### src/rtl/regfile_2r1w_sb.sv
// Two-read, one-write register file with write-first bypass and a busy
// scoreboard for read-after-write hazard detection.
module regfile_2r1w_sb #(
    parameter int N         = 16,
    parameter int DEPTH     = 16,
    parameter int AW        = 4,
    parameter int INIT_ONES = 3
) (
    input  logic             clk,
    input  logic             rst,
    input  logic             w,
    input  logic [AW-1:0]    wsel,
    input  logic [N-1:0]     wdata,
    input  logic [AW-1:0]    ra_sel,
    input  logic [AW-1:0]    rb_sel,
    output logic [N-1:0]     ra_data,
    output logic [N-1:0]     rb_data,
    output logic             busy_a,
    output logic             busy_b,
    input  logic             lock,
    input  logic [AW-1:0]    lock_sel,
    output logic             lock_err,
    output logic [DEPTH-1:0] busy_vec
);

    logic [N-1:0]     regs [DEPTH];
    logic [DEPTH-1:0] busy;
    logic [DEPTH-1:0] busy_next;
    logic [N-1:0]     ra_next;
    logic [N-1:0]     rb_next;
    logic             ba_next;
    logic             bb_next;
    logic             lock_hit;

    // Selects outside 0..DEPTH-1 never match a loop index, so they read as
    // zero/not-busy and their writes and locks fall away naturally.
    always_comb begin
        busy_next = busy;
        ra_next   = '0;
        rb_next   = '0;
        ba_next   = 1'b0;
        bb_next   = 1'b0;
        lock_hit  = 1'b0;
        for (int i = 0; i < DEPTH; i++) begin
            if (lock && lock_sel == AW'(i)) begin
                busy_next[i] = 1'b1;
            end else if (w && wsel == AW'(i)) begin
                busy_next[i] = 1'b0;
            end
        end
        for (int i = 0; i < DEPTH; i++) begin
            if (lock_sel == AW'(i)) begin
                lock_hit = busy[i];
            end
            if (ra_sel == AW'(i)) begin
                ra_next = (w && wsel == ra_sel) ? wdata : regs[i];
                ba_next = busy_next[i];
            end
            if (rb_sel == AW'(i)) begin
                rb_next = (w && wsel == rb_sel) ? wdata : regs[i];
                bb_next = busy_next[i];
            end
        end
    end

    always_ff @(posedge clk or negedge rst) begin
        if (!rst) begin
            for (int i = 0; i < DEPTH; i++) begin
                regs[i] <= (i < INIT_ONES) ? N'(1) : '0;
            end
        end else begin
            for (int i = 0; i < DEPTH; i++) begin
                if (w && wsel == AW'(i)) begin
                    regs[i] <= wdata;
                end
            end
        end
    end

    // Busy flags are registered from the post-update scoreboard so they
    // line up with the data captured on the same edge.
    always_ff @(posedge clk or negedge rst) begin
        if (!rst) begin
            busy     <= '0;
            ra_data  <= '0;
            rb_data  <= '0;
            busy_a   <= 1'b0;
            busy_b   <= 1'b0;
            lock_err <= 1'b0;
        end else begin
            busy     <= busy_next;
            ra_data  <= ra_next;
            rb_data  <= rb_next;
            busy_a   <= ba_next;
            busy_b   <= bb_next;
            lock_err <= lock && lock_hit;
        end
    end

    assign busy_vec = busy;

endmodule

### config.mk
export PLATFORM = sky130hd
export DESIGN_NAME = regfile_2r1w_sb
export DESIGN_NICKNAME = d
export VERILOG_FILES = /design/src/rtl/regfile_2r1w_sb.sv
export SDC_FILE = /design/constraint.sdc
export NUM_CORES = 1
export LEC_CHECK = 0
export ABC_CLOCK_PERIOD_IN_PS = 2250
export BUFFER_PORTS_ARGS = -buffer_cell sky130_fd_sc_hd__buf_2
export CAP_MARGIN = 25
export CORE_MARGIN = 10
export CORE_UTILIZATION = 44
export DETAILED_ROUTE_END_ITERATION = 16
export SYNTH_ARGS = -nofsm -noshare
export SYNTH_HDL_FRONTEND = slang
export SYNTH_SLANG_ARGS = --single-unit
### constraint.sdc
create_clock -name clk -period 2.25 [get_ports clk]
set_input_delay 0.45 -clock clk [delete_from_list [all_inputs] [get_ports clk]]
set_output_delay 0.45 -clock clk [all_outputs]
set_load 0.005 [all_outputs]
==> results of run 1 <==
[power groups by stage]
stage	Sequential, mW	Clock [mW]	Combinational (mW)
floorplan	7.52	0	2.80
global placement	8.00	0	4.89
detailed placement	8.03	0	4.97
CTS	7.95	6.71	5.00
global route	8.12	6.93	5.48
finish	8.05	6.67	5.16
[timing repair]
item,4_1_cts,5_1_grt
hold buffers,1,0
endpoints found under the hold margin,30,0
endpoints found under the setup margin,6,22
pin swaps,0,8
resized for setup,7,52
[Yosys cell counts, drive strengths merged, types with 16 or more instances]
| library cell | count |
|---|---|
| and3 | 17 |
| nor2 | 119 |
| mux2i | 38 |
| a21oi | 209 |
| mux2 | 249 |
| o31ai | 16 |
| o221ai | 18 |
| a211oi | 22 |
| o211ai | 16 |
| nand2b | 20 |
| buf | 99 |
| a221oi | 18 |
| nand2 | 247 |
| a31oi | 41 |
| dfrtp | 304 |
| nand3 | 44 |
| nor3 | 40 |
| o22ai | 60 |
| o21ai | 179 |
| inv | 18 |
| clkbuf | 98 |
[final cells by class]
cell class	instances	area (um2)
clock inverter	16	244.0
timing repair buffer	641	5112
fill	3860	17440
sequential	307	7686
inverter	19	71.32
antenna	1	2.502
clock buffer	51	1081
tap	585	732.0
multi-input combinational	1569	10710
[cells by family after synthesis]
logic type | share of synthesized area [%]
AO/OA/AOI/OAI | 22.67
XOR/XNOR | 0.4119
buffers and inverters | 5.060
flip-flops | 40.16
multiplexers | 18.29
AND/OR/NAND/NOR | 13.41
[worst max-delay path: stages]
cell and delay, ns:
buf_2 0.16, xnor2_2 0.16, and3_2 0.27, nand2_4 0.25, buf_12 0.24, nor2_2 0.11
nor4_1 0.55, nor4_1 0.10, o21ai_0 0.39
[state kept, by name, indices dropped and copies added (netlist names)]
name      flops
rb_data      16
regs        256
ra_data      16
lock_err      1
busy_b        1
busy_a        1
busy_vec     16
[per-layer routing]
metal  vias up  part of all wire [%]
met1     10512                    38
met2      1538                    44
li1       8751                     -
met5         -                 0.013
met3       356                    11
met4         2                   6.8
[per-stage QoR]
step | cells | util, % | total power, mW | hold slack (ns) | setup WS, ns
floorplan | 2092 | - | 10.32 | 0.1544 | 0.004242
global placement | 3120 | 55.88 | 12.89 | 0.4062 | -0.8130
detailed placement | 3120 | 55.88 | 13.00 | 0.4003 | -0.7721
CTS | 3188 | 59.01 | 19.66 | 0.1525 | 0.0006402
global route | 3188 | 59.51 | 20.53 | 0.1711 | -0.02397
finish | 3189 | 59.52 | 19.88 | 0.1694 | -0.04121
[worst min path at each step]
stage	from	endpoint	slack, ns	cells past startpoint
after floorplan	rst	busy_a	0.15	0
after global placement	rst	lock_err	0.41	1
after detailed placement	rst	lock_err	0.40	1
after CTS	lock	lock_err	0.15	2
after global routing	lock	lock_err	0.17	2
final	lock	lock_err	0.17	2
==> Flow_metrics.wiki, run 1 <==
{| class="wikitable"
! Metric !! Value
|-
| Outcome || finished, violations left
|-
| Violated checks || negative setup slack
|-
| Maximum number of pins on one net before global-route repair || 63
|-
| Routed WL || 102,800 um
|-
| Reported max-cap violation count || 0
|-
| Startpoint type of the worst setup path || input port
|-
| Buffers on Ports || 86
|-
| TritonCTS clock tree || built
|-
| Depth of the worst register-to-register path || 7
|-
| Transition time at the pin with the least slew margin || 0.6664 ns
|-
| Number of detailed-routing iterations run before antenna repair || 7
|-
| Met2 usage in global routing || around three fifths
|-
| Fraction of met3 tracks used by global routing || just over 8%
|-
| Switching fraction of total power || between 30% and 40%
|-
| Worst r2r dst || rb_data[9]
|-
| Hold/Removal Path Class || input port to register
|-
| Part of the Yosys area used for sequential elements || approximately two fifths
|-
| Cell area after synthesis || between 15,000 and 20,000 um2
|-
| TritonCTS Buffers || 37
|-
| Shortest period the worst path allows || between 2 and 2.5 ns
|-
| Placed wire-length estimate after detailed placement || roughly 80,000 um
|-
| Placer congestion estimate || 1.048
|-
| Dominant register cell in the synthesized netlist || dfrtp_1
|-
| CP arrival || 2.71 ns
|-
| Total count of max-transition violations in the final report || 0
|-
| Detailed router's first-iteration violation count || roughly 3,200
|-
| Static leakage || approximately 11 nW
|-
| Maximum buffer depth of the clock tree || 3
|-
| Crit path required time || 2.67 ns
|-
| Post-route worst setup slack || -0.04121 ns
|-
| Clock Power Share || between 30% and 40%
|-
| Reg-to-reg slack, setup || -0.02 ns
|-
| TritonCTS Sinks || just over 300
|-
| Sequential group share of total power || just over 40%
|-
| Count of unique library cells instantiated by Yosys || 78
|-
| Reported net switching power || 6.519 mW
|-
| Hold Vio Cnt, Final || 0
|-
| Clock Latency Late Sink || 0.58 ns
|-
| Number of buffers inserted by post-CTS setup repair || 0
|-
| Number of enable flip-flop cells after synthesis || 0
|-
| Residual DRC count || 0
|-
| Die height || roughly 230 um
|-
| Post-Syn Area per Cell || 9.148 um2
|-
| Critical path startpoint || wsel[3]
|-
| Relative slew slack || 54.95%
|-
| # IOs || slightly below 90
|-
| Endpoint type of the worst setup path || register
|-
| Leading cell type in the layout, fill and taps excluded || buf_4
|-
| Library cell occupying the most area in the post-synthesis netlist || dfrtp_1
|-
| Post-synthesis sequential element count || roughly 300
|-
| Synth-to-layout area growth || 33.96%
|-
| End of the critical path || ra_data[10]
|-
| Number of antenna violations at the first check in global routing || 2
|-
| Net count, final || around 2,600
|-
| Number of global-route vias before repair || roughly 21,000
|-
| Fraction of final layout cells sized beyond drive strength 1 || about 40%
|-
| Met1 demand-to-capacity share in global routing || about half
|-
| Total Die Area || 52,240 um2
|-
| Area of all placed cells without fillers || roughly 26,000 um2
|-
| Final setup violation count || 2
|-
| DR vias/cell || 6.635
|-
| Clk slew on worst S/H paths || 0.06 ns
|-
| Global-route congestion overflow total || 0
|-
| Async SR Flop Fraction || 100.0%
|-
| Share of Yosys cell area claimed by the top area cell type || slightly below 40%
|-
| Sum of negative setup slack || -0.05629 ns
|-
| Wire length of the first global-routing pass || ~150,000 um
|-
| Core ar. || roughly 43,000 um2
|-
| Via total after detailed routing || 21,159
|-
| Initial core utilization || ~44%
|-
| WL per Instance || ~32 um
|-
| Instance area after placement || roughly 24,000 um2
|-
| Top fanout value on the critical path || 26
|-
| Unrepaired setup endpoints after global routing || yes
|-
| Most area-consuming cells after synthesis || dfrtp_1, mux2_2, a21oi_1, nand2_1, o21ai_0
|-
| # H-tree levels || 2
|-
| Total track usage || 37.97%
|-
| Internal Dissipation || 13.36 mW
|-
| Final worst clock skew || roughly 0.022 ns
|-
| Standard-cell rows || between 70 and 80
|-
| Synthesis warning total || 0
|-
| Start-to-end type of the worst setup path || input port to register
|-
| Number of nets produced by synthesis || between 2,000 and 2,500
|-
| Highest ir drop seen on vdd || approximately 700 uV
|-
| Clock root cell || clkbuf_16
|-
| Cell area power density || around 780 nW/um2
|-
| Peak-usage layer in the global routing report || met2
|-
| Final cycle utilization of the critical path || 101.8%
|-
| Most frequent cells in the layout || buf_4, dfrtp_1, mux2_2
|-
| Timing-limited maximum frequency || 436.5 MHz
|-
| Residual antenna-violating net count after detailed routing || 0
|-
| Horizontal die dimension || around 230 um
|-
| Number of instances in the synthesized netlist || approximately 2,100
|-
| Combinational share of power || 26.0%
|-
| Critical R2R Launch || regs[233]
|}
(Power assumes the default switching activity.)
==> run 2: changes to the inputs <==
--- a/config.mk
+++ b/config.mk
@@ -9,8 +9,9 @@
 export BUFFER_PORTS_ARGS = -buffer_cell sky130_fd_sc_hd__buf_2
 export CAP_MARGIN = 25
 export CORE_MARGIN = 10
-export CORE_UTILIZATION = 44
+export CORE_UTILIZATION = 33
 export DETAILED_ROUTE_END_ITERATION = 16
+export RECOVER_POWER = 100
 export SYNTH_ARGS = -nofsm -noshare
 export SYNTH_HDL_FRONTEND = slang
 export SYNTH_SLANG_ARGS = --single-unit
==> run 2 against run 1 <==
The flow still finishes with violations (negative setup slack); clock power up 5.5%; wire length up 7.5%; sequential power is 0.9% lower; sequential share of layout area shrank 0.64 points; utilization decreased by 14 points; largest cell class unchanged; clock skew shrank 0.0022 ns; non-clock buffer count is 43 higher; flip-flop and latch count stayed put; critical path type unchanged; clock-buffer cell count rose by 3.
==> Flow_metrics.wiki, run 2 (synthesis results as in run 1) <==
{| class="wikitable"
! Metric !! Value
|-
| Outcome || finished, violations left
|-
| Violated checks || negative setup slack
|-
| Fraction of final layout cells sized beyond drive strength 1 || between 30 and 40%
|-
| Residual antenna-violating net count after detailed routing || 0
|-
| Area of all placed cells without fillers || 26,200 um2
|-
| Metal1 wirelength || roughly 45,000 um
|-
| Initial core utilization || ~33%
|-
| Wire length of the first global-routing pass || around 150,000 um
|-
| Placed wire-length estimate after detailed placement || about 85,000 um
|-
| Max reg flops || around 260
|-
| Met2 wire length || between 40,000 and 50,000 um
|-
| Endpoint type of the worst setup path || register
|-
| FILL cells || 5,619
|-
| Startpoint type of the worst setup path || input port
|-
| CP arrival || 2.81 ns
|-
| Top fanout value on the critical path || 13
|-
| Clock Latency Late Sink || 0.59 ns
|-
| Clock root cell || clkbuf_16
|-
| Number of detailed-routing iterations run before antenna repair || 6
|-
| DR vias/cell || approximately 6.1
|-
| Synth-to-layout area growth || 36.90%
|-
| Detailed router's first-iteration violation count || ~2,200
|-
| Buffers on Ports || 86
|-
| Family of cells with the greatest summed delay on the critical path || simple AND/OR/NAND/NOR gates
|-
| Most common cell type on the critical path || a21oi_1
|-
| Total Die Area || approximately 68,000 um2
|-
| # IOs || 87
|-
| TritonCTS Buffers || between 40 and 50
|-
| Via total after detailed routing || roughly 21,000
|-
| Maximum number of pins on one net before global-route repair || 69
|-
| Longest individual stage delay on the worst path || a little over 0.8 ns
|-
| Maximum buffer depth of the clock tree || 3
|-
| Crit path required time || ~2.8 ns
|-
| Start-to-end type of the worst setup path || input port to register
|-
| Routed WL || ~110,000 um
|-
| Net count, final || between 2,000 and 3,000
|-
| Hold/Removal Path Class || input port to register
|-
| Routed met3 length || 9245 um
|-
| Post-layout power || between 20 and 25 mW
|-
| Placer congestion estimate || just over 1
|-
| TritonCTS clock tree || built
|-
| Timing-limited maximum frequency || 432.6 MHz
|-
| # H-tree levels || 2
|-
| Relative slew slack || 13.56%
|-
| Instance area after placement || 24,670 um2
|-
| Final worst clock skew || ~0.02 ns
|-
| Total count of max-transition violations in the final report || 0
|-
| Combined buffer and inverter count along the critical path || 4
|-
| Total track usage || between 30% and 40%
|-
| Standard-cell rows || around 90
|-
| Highest ir drop seen on vdd || ~660 uV
|-
| Final cycle utilization of the critical path || 102.7%
|-
| Cell area power density || ~780 nW/um2
|-
| Final setup violation count || 1
|-
| Number of antenna violations at the first check in global routing || 0
|-
| Horizontal die dimension || between 200 and 300 um
|-
| Cells along the critical path || buf_2 -> buf_12 -> buf_6 -> buf_4 -> nor3_1 -> a21oi_1 -> nand3_1 -> a21oi_2 -> o21ai_0 -> o31ai_2 -> a21oi_1
|-
| Static leakage || around 12 nW
|-
| Reported max-cap violation count || 0
|-
| Leading cell type in the layout, fill and taps excluded || buf_4
|-
| Top layer reached by signal wires || met4
|-
| Post-route worst setup slack || -0.06163 ns
|-
| Global-route congestion overflow total || 0
|-
| Hold Vio Cnt, Final || 0
|-
| Core ar. || ~58,000 um2
|-
| Final core utilization || a little under half
|-
| Die height || approximately 260 um
|-
| WL per Instance || 32.27 um
|-
| Clk slew on worst S/H paths || approximately 0.060 ns
|-
| TritonCTS Sinks || just over 300
|-
| Number of global-route vias before repair || roughly 21,000
|-
| Most frequent cells in the layout || buf_4, dfrtp_1, mux2_2
|-
| Shortest period the worst path allows || approximately 2.3 ns
|-
| Largest register by flop count || regs
|-
| Unrepaired setup endpoints after global routing || yes
|-
| Highest-delay cell along the critical path || nor3_1
|-
| Transition time at the pin with the least slew margin || about 1.3 ns
|-
| Residual DRC count || 0
|}
==> run 2: metal layers <==
metal  vias to the layer above  GRT usage, %
met5                         -             0
met4                         0         15.47
met3                       276         6.298
met2                      1118         50.50
met1                     10580         40.69
li1                       8855             -
==> run 2: through the flow <==
stage / TNS (ns) / setup slack [ns] / hold slack, ns / instances
finish: -0.06163 / -0.06163 / 0.2696 / 3423
global route: -0.02501 / -0.01194 / 0.2644 / 3420
CTS: -0.07834 / -0.07834 / 0.2440 / 3416
detailed placement: -19.30 / -0.8508 / 0.3978 / 3339
global placement: -19.87 / -0.8765 / 0.3885 / 3339
floorplan: 0 / 0.004242 / 0.1544 / 2092
==> run 2: path summary, 6_finish.rpt <==
kind | depth (start not counted) | startpoint | to | slack (ns)
setup / recovery | 11 | ra_sel[3] | ra_data[8] | -0.06
hold / removal | 2 | wdata[1] | regs[193] | 0.27
setup reg to reg | 8 | regs[218] | rb_data[10] | 0.06
hold reg to reg | 2 | regs[208] | regs[208] | 0.50
max in group asynchronous | 3 | rst | regs[86] | 0.27
min in group asynchronous | 2 | rst | busy_vec[1] | 0.70
==> run 2: power by group <==
part	internal (mW)	switching, mW	total [mW]
Sequential	6.77	1.22	7.98
Combinational	2.59	2.74	5.33
Clock	4.17	2.88	7.04
==> run 2: worst register-to-register path, delay by kind of cell (launching register included) <==
family,cells,cell delay [ns]
mux,1,0.28
buf+inv,1,0.17
simple gates,1,0.23
flops,1,0.40
compound gates,5,1.00
==> run 2: layout make-up <==
class | instances | area, um2 | share of cell area [%]
Sequential cell | 307 | 7686 | 29.34
Inverter | 19 | 71.32 | 0.2722
Clock inverter | 22 | 240.2 | 0.9169
Antenna cell | 3 | 7.507 | 0.02865
Multi-Input combinational cell | 1569 | 10810 | 41.26
Timing Repair Buffer | 684 | 5250 | 20.04
Tap cell | 765 | 957.2 | 3.653
Clock buffer | 54 | 1177 | 4.494
==> run 2: repair_timing <==
item / 4_1_cts / 5_1_grt
setup endpoints to repair: 13 / 24
gates cloned: 0 / 1
hold buffers: 1 / 0
hold endpoints to repair: 27 / 0
setup buffers: 0 / 3
gates resized for setup: 21 / 56
pin swaps: 2 / 10
